[config.mk]
export PLATFORM = sky130hd
export DESIGN_NAME = regfile_scoreboard
export DESIGN_NICKNAME = d
export VERILOG_FILES = /design/src/rtl/pipe_pkg.sv /design/src/rtl/regfile_scoreboard_bits.sv /design/src/rtl/regfile_scoreboard.sv
export SDC_FILE = /design/constraint.sdc
export NUM_CORES = 1
export LEC_CHECK = 0
export ABC_AREA = 1
export CAP_MARGIN = 15
export CORE_MARGIN = 2
export CORE_UTILIZATION = 39
export DETAILED_ROUTE_END_ITERATION = 8
export GPL_TIMING_DRIVEN = 0
export PLACE_DENSITY = 0.72
export SLEW_MARGIN = 30
export SYNTH_ARGS = -nofsm -noshare
export SYNTH_HDL_FRONTEND = slang
export SYNTH_SLANG_ARGS = --single-unit
[constraint.sdc]
create_clock -name Clk -period 2.71 [get_ports Clk]
set_clock_uncertainty 0.2 [all_clocks]
set_input_delay 0.6775 -clock Clk [delete_from_list [all_inputs] [get_ports Clk]]
set_output_delay 0.6775 -clock Clk [all_outputs]
set_load 0.01 [all_outputs]
[src/rtl/pipe_pkg.sv]
// Shared pipeline register-file types and default widths.
package pipe_pkg;

  localparam int unsigned DATA_W_DEF = 8;
  localparam int unsigned ADDR_W_DEF = 3;

  typedef logic [DATA_W_DEF-1:0] reg_data_t;
  typedef logic [ADDR_W_DEF-1:0] reg_addr_t;

endpackage

[src/rtl/regfile_scoreboard_bits.sv]
// Per-register busy scoreboard: issue sets, writeback clears, issue wins on a tie.
module regfile_scoreboard_bits
  import pipe_pkg::*;
#(
  parameter int unsigned ADDR_W = ADDR_W_DEF,
  parameter bit          BYPASS = 1'b1
) (
  input  logic                 Clk,
  input  logic                 Reset,
  input  logic                 i_set_en,
  input  logic [ADDR_W-1:0]    i_set_addr,
  input  logic                 i_clr_en,
  input  logic [ADDR_W-1:0]    i_clr_addr,
  input  logic [ADDR_W-1:0]    i_rd_addr1,
  input  logic [ADDR_W-1:0]    i_rd_addr2,
  output logic [2**ADDR_W-1:0] o_busy_vec,
  output logic                 o_busy1,
  output logic                 o_busy2
);

  localparam int unsigned DEPTH = 2**ADDR_W;

  logic [DEPTH-1:0] r_busy;
  logic [DEPTH-1:0] w_busy_nxt;
  logic             w_clr_hit1;
  logic             w_clr_hit2;

  always_comb begin
    w_busy_nxt = r_busy;
    for (int unsigned i = 0; i < DEPTH; i++) begin
      if (i_set_en && (i_set_addr == ADDR_W'(i))) begin
        w_busy_nxt[i] = 1'b1;
      end else if (i_clr_en && (i_clr_addr == ADDR_W'(i))) begin
        w_busy_nxt[i] = 1'b0;
      end
    end
  end

  always_ff @(posedge Clk or posedge Reset) begin
    if (Reset) begin
      r_busy <= '0;
    end else begin
      r_busy <= w_busy_nxt;
    end
  end

  // A same-cycle writeback releases the reader only when its data is bypassed.
  assign w_clr_hit1 = BYPASS && i_clr_en && (i_clr_addr == i_rd_addr1);
  assign w_clr_hit2 = BYPASS && i_clr_en && (i_clr_addr == i_rd_addr2);

  assign o_busy_vec = r_busy;
  assign o_busy1    = r_busy[i_rd_addr1] & ~w_clr_hit1;
  assign o_busy2    = r_busy[i_rd_addr2] & ~w_clr_hit2;

endmodule

[src/rtl/regfile_scoreboard.sv]
// Two-read/one-write register file with optional bypass, hardwired R0 and busy scoreboard.
module regfile_scoreboard
  import pipe_pkg::*;
#(
  parameter int unsigned DATA_W     = DATA_W_DEF,
  parameter int unsigned ADDR_W     = ADDR_W_DEF,
  parameter bit          ZERO_REG   = 1'b0,
  parameter bit          BYPASS     = 1'b1,
  parameter bit          INIT_INDEX = 1'b1
) (
  input  logic                 Clk,
  input  logic                 Reset,
  input  logic [ADDR_W-1:0]    Read_Reg_Num1,
  input  logic [ADDR_W-1:0]    Read_Reg_Num2,
  output logic [DATA_W-1:0]    Data1,
  output logic [DATA_W-1:0]    Data2,
  input  logic                 RegWrite,
  input  logic [ADDR_W-1:0]    Write_Reg_Num,
  input  logic [DATA_W-1:0]    Write_Data,
  input  logic                 Issue_En,
  input  logic [ADDR_W-1:0]    Issue_Reg_Num,
  output logic                 Busy1,
  output logic                 Busy2,
  output logic [2**ADDR_W-1:0] Busy_Vec
);

  localparam int unsigned DEPTH = 2**ADDR_W;

  logic [DATA_W-1:0] r_regs [DEPTH];
  logic              w_wr_en;
  logic              w_issue_en;

  // Hardwired R0 swallows both writes and issues.
  assign w_wr_en    = RegWrite & ~(ZERO_REG & (Write_Reg_Num == '0));
  assign w_issue_en = Issue_En & ~(ZERO_REG & (Issue_Reg_Num == '0));

  always_ff @(posedge Clk or posedge Reset) begin
    if (Reset) begin
      for (int unsigned i = 0; i < DEPTH; i++) begin
        r_regs[i] <= INIT_INDEX ? DATA_W'(i) : DATA_W'(0);
      end
    end else if (w_wr_en) begin
      r_regs[Write_Reg_Num] <= Write_Data;
    end
  end

  function automatic logic [DATA_W-1:0] f_read(input logic [ADDR_W-1:0] a);
    logic [DATA_W-1:0] d;
    d = r_regs[a];
    if (BYPASS && w_wr_en && (Write_Reg_Num == a)) begin
      d = Write_Data;
    end
    if (ZERO_REG && (a == '0)) begin
      d = '0;
    end
    return d;
  endfunction

  assign Data1 = f_read(Read_Reg_Num1);
  assign Data2 = f_read(Read_Reg_Num2);

  regfile_scoreboard_bits #(
    .ADDR_W (ADDR_W),
    .BYPASS (BYPASS)
  ) u_bits (
    .Clk        (Clk),
    .Reset      (Reset),
    .i_set_en   (w_issue_en),
    .i_set_addr (Issue_Reg_Num),
    .i_clr_en   (w_wr_en),
    .i_clr_addr (Write_Reg_Num),
    .i_rd_addr1 (Read_Reg_Num1),
    .i_rd_addr2 (Read_Reg_Num2),
    .o_busy_vec (Busy_Vec),
    .o_busy1    (Busy1),
    .o_busy2    (Busy2)
  );

endmodule

Yosys cells after proc, flatten, opt, wreduce, memory -nomap -nowiden
Index checks and enable logic that the tools add are counted.

word-level totals
  RAM bits = 0
  memories kept = 0
  input port bits = 24
  bits in registers = 72
  bits in read-only memories = 0
  logic and storage cells = 105
  output and inout port bits = 26
  bits in latches = 0

operators by class
  divide/modulo/power cells = 0
  bitwise operators = 7
  magnitude comparators = 6
  eq/ne operators = 16
  add/subtract/negate cells = 0
  reduce and logical (&&, ||, !) cells = 29
  mux-type cells = 31
  shift-type cells = 0
  multipliers = 0

operators by type and width
  cell                                                                          number
  64-bit bitwise mux                                                            1
  8-bit 2-to-1 mux                                                              7
  8-bit binary-select mux with 3-bit select                                     2
  8-bit demux with 3-bit select                                                 1
  3-bit == test, second input constant                                          8
  1-bit logical AND                                                             19
  1-bit 2-to-1 mux                                                              18
  2-bit nonzero test                                                            8
  3-bit by 2-bit == test with 1-bit output, second input constant               4
  4-bit >= comparator, second input constant                                    3
  3-bit inverter with 4-bit output                                              3
  3-bit by 4-bit less-than comparator with 1-bit output, second input constant  2
  1-bit binary-select mux with 3-bit select                                     2
  3-bit by 1-bit == test with 1-bit output, second input constant               2
  3-bit == test                                                                 2
  3-bit zero test                                                               2
  4-bit by 1-bit less-than comparator with 1-bit output, second input constant  1
  1-bit AND                                                                     2
  1-bit inverter                                                                2

Logic depth before layout (Yosys ltp)
  depth after elaboration = 6
  depth in mapped cells = 9
  gate-level depth less buffers = 8

Modules after synthesis
A second synthesis with hierarchy kept.

unflattened totals
  cell total of the unflattened synthesis = 730
  area, all modules = 4,604.4 um^2

by module, submodules not included
  module                   seq. area each (um^2)  cells an instance  instances  area each (um^2)
  regfile_scoreboard       1,616.6                610                1          3,958.8
  regfile_scoreboard_bits  200.2                  120                1          645.6

Least setup slack after synthesis
Ideal clock, no wire load.

  path type = input -> output
  from = input port Read_Reg_Num1[2]
  to = output port Data1[0]
  slack = 0.319 ns
  cell stages on the path = 9
  data arrival time = 1.514 ns
  buffers on the path = 2
  required time = 1.832 ns
  cell sequence = buf_4 > inv_2 > buf_4 > nor2_1 > nor2_2 > nand2_4 > inv_4 > nand2_1 > nand2_1

on the way
  longest elaborated chain between the ends = 5
  elaborated cells on any way between the ends = 7
  those cells by class = eq/ne: 1; mux: 4; bitwise: 1; reduce/logical: 1

ends and longest elaborated chain
  element                                                 line                      source
  from (decl)                                             regfile_scoreboard.sv:13  input logic [ADDR_W-1:0] Read_Reg_Num1,
  3-bit inverter with 4-bit output (implied by the code)  regfile_scoreboard.sv:49  d = r_regs[a];
  8-bit binary-select mux with 3-bit select               regfile_scoreboard.sv:49
  8-bit 2-to-1 mux (implied by the code) (2 in series)    regfile_scoreboard.sv:49
  8-bit 2-to-1 mux *                                      regfile_scoreboard.sv:50  if (BYPASS && w_wr_en && (Write_Reg_Num == a)) begin
  to (decl)                                               regfile_scoreboard.sv:15  output logic [DATA_W-1:0] Data1,

Mark *: on every way between the ends. The rest lies on a longest branch, timed or not. The select of a mux whose other input is x is not followed.

Final worst setup path
  from = input port Read_Reg_Num1[1]
  to = output port Data1[4]

Same word-level chain as after synthesis.

==> flow_summary.json <==
{
  "worst_hold_startpoint": "r_regs[10]",
  "die_area_mm2": 0.0125,
  "crit_buf_inv": 4,
  "path_max_fanout": 3,
  "syn_inst": 678,
  "vias": 4952,
  "final_common_cell": "nand2_1",
  "syn-num-nets": 702,
  "switching_share_pct": 33.7,
  "yosys_warnings": 0,
  "grt_overflow_total": 0,
  "worstSkewPairLatency_ps": 350,
  "insertedDiodeCount": 0,
  "fin_area_mm2": 0.00586,
  "maxCapViolCount": 0,
  "htree_levels": 3,
  "slew_viol_final": 0,
  "place_area_mm2": 0.00520,
  "cell_internal_pwr_mw": 2.54,
  "slowest_delay_ps": 200,
  "synth-seq-cells": 72,
  "antenna_found_initial": 0,
  "path_delay_family": "simple AND/OR/NAND/NOR gates",
  "clk_pin_slew_ps": 70,
  "drc": 0,
  "clk_path_buf_depth": 2,
  "fin_crit_ps": 2680,
  "rsz0062_at_grt": "no",
  "ff2ff_path_depth": 2,
  "die_height_um": 112,
  "vdd.ir_drop.worst_mv": 0.386,
  "status": "finished, final reports clean",
  "port_buffers": 47,
  "worstHoldPathCells": 2,
  "synth.cell_area_mm2": 0.00453,
  "root_buffer": "clkbuf_16",
  "worst-setup-path-type": "in -> out",
  "critPathSlowestCell": "nor2_4",
  "layout-drive-gt1-share_pct": 20.2,
  "cts_hold_buf": 0,
  "pwr-share-clk_pct": 34.5,
  "cts_buffers": 9,
  "grt_pass1_vias": 4614,
  "synth.distinct_cells": 26,
  "initial_utilization_pct": 39.9,
  "fin_crit_sh_pct": 98.7,
  "ios": 50,
  "hold_end": "r_regs[10]",
  "coreArea_mm2": 0.0114,
  "hold_class": "reg -> reg",
  "p_comb_share_pct": 28.2,
  "whs_ps": 280,
  "avgSynthCellArea_um2": 6.69,
  "cp-end-kind": "primary output",
  "r2r-start": "r_regs[0]",
  "ys_seq_area_share_pct": 40.1,
  "track_usage_pct": 26.4,
  "via_per_inst": 5.48,
  "r2r_slack_ps": 1690,
  "cp.arrival_ps": 1800,
  "final_antenna_net_count": 0,
  "wl_um": 15800,
  "path_cells": "buf_2, buf_6, nand2_2, nand2_2, nor2_4, nand2_4, buf_6, nand3_1, nand2_1, buf_2",
  "seqPwrFrac_pct": 37.2,
  "tightest_slew_ps": 454,
  "gp_congestion": 0.968,
  "grt_pass1_wl_um": 25600,
  "hold_viol_final": 0,
  "critPathLaunchType": "primary input",
  "max_freq_mhz": 374,
  "r2r-end": "r_regs[0]",
  "nets": 780,
  "p_switching_mw": 1.29,
  "layout_common_cells": "nand2_1 (245), nand3_1 (109), inv_1 (77)",
  "cts_tree": "built",
  "required_ps": 1830,
  "clock_sinks": 72,
  "grt_max_degree": 39,
  "area_growth_pct": 29.2,
  "relSlewSlack_pct": 69.8,
  "setup_viol": 0,
  "power_density_mw_per_mm2": 655,
  "dieWidth_um": 112,
  "drt_first_pass_iters": 5,
  "drt-initial-drc-count": 608,
  "routedWlPerCell_um": 17.5,
  "num_rows": 39,
  "dp.final_hpwl_um": 11000,
  "p_leak_nw": 3.03
}
## cell families (layout without fill, tap and decap cells)
group	after synthesis	in the layout	share of synthesized area (%)
buffers and inverters	121	202	11.6
DFF	72	72	40.1
and+or+nand+nor	404	406	38.4
AOI/OAI and AO/OA	81	81	9.88
## through the flow
stage	setup WS (ps)	cells	TNS [ps]	utilization [%]	power [mW]
after global routing	6.63	904	0	51.5	4.04
after CTS	1.82	903	0	51.6	3.82
after global placement	-1180	868	-92740	45.6	2.43
after detailed placement	-928	869	-15660	45.8	2.45
final	34.1	904	0	51.5	3.84
after floorplan	27.4	678	0	-	2.05
## per-layer routing
metal	vias to the layer above	global-route usage, %	routed length (um)	part of all wire [%]
li1	2314	-	-	-
met2	322	39.2	6880	44
met5	-	0	0	0
met3	44	5.66	1770	11
met4	0	11.6	595	3.8
met1	2272	37.0	6530	41
## power by group through the flow
stage / registers [mW] / logic, mW / clock network [mW]
CTS: 1.42 / 1.07 / 1.33
finish: 1.43 / 1.08 / 1.32
global route: 1.45 / 1.21 / 1.38
global placement: 1.43 / 1.00 / 0
detailed placement: 1.44 / 1.02 / 0
floorplan: 1.42 / 0.629 / 0
## cells in the mapped netlist
| master | n | share of area [%] |
|---|---|---|
| buf_4 | 5 | 0.83 |
| a32o_1 | 3 | 0.66 |
| inv_1 | 78 | 6.5 |
| nor2_4 | 4 | 0.99 |
| a22o_1 | 3 | 0.58 |
| nor2_2 | 5 | 0.69 |
| buf_1 | 1 | 0.083 |
| nor2_1 | 16 | 1.3 |
| o21ai_2 | 2 | 0.39 |
| o211ai_1 | 2 | 0.33 |
| buf_6 | 4 | 0.99 |
| clkbuf_1 | 5 | 0.41 |
| nand3_1 | 122 | 13 |
| o22ai_1 | 1 | 0.14 |
| dfstp_2 | 12 | 7.0 |
| nand2_1 | 249 | 21 |
| o21ai_1 | 22 | 2.4 |
| o21ai_0 | 47 | 5.2 |
| buf_2 | 17 | 1.9 |
| dfrtp_1 | 60 | 33 |
| inv_4 | 1 | 0.14 |
| inv_2 | 9 | 0.75 |
| nand2_4 | 2 | 0.50 |
| o31ai_1 | 1 | 0.17 |
| nand2_2 | 6 | 0.83 |
| clkinv_1 | 1 | 0.083 |
## repair_timing
action / CTS / global route
setup buffers: 16 / 1
setup endpoints to repair: 18 / 17
resized for setup: 145 / 31
pin swaps: 11 / 7
gates cloned: 2 / 0
## worst reg2reg max path: cells and delay by family (launching register included)
family          cells  cell delay (ps)
compound gates      1              170
buf+inv             1               60
flops               1              520
## worst max path at each step
stage                     cells past startpoint        startpoint         end
final                                        10  Read_Reg_Num1[1]    Data1[4]
after global routing                         10  Read_Reg_Num1[1]    Data1[4]
after CTS                                     9  Read_Reg_Num2[2]    Data2[3]
after detailed placement                     10  Read_Reg_Num1[1]    Data1[5]
after global placement                        2             Reset   r_regs[6]
after floorplan                               1             Reset  r_regs[11]
## flip-flops by register name (all words and copies together), names as in the netlist
register	cells
r_regs	64
u_bits.o_busy_vec	8
## layout make-up
class | count | area, um^2
plain buffers | 32 | 339
clock buffers | 9 | 225
clock inverters | 7 | 103
fillers | 1111 | 5510
inverters | 89 | 357
multi-input cells | 487 | 2300
flip-flops and latches | 72 | 1820
well taps | 143 | 179
repair buffers | 65 | 539
(Power assumes the default switching activity.)
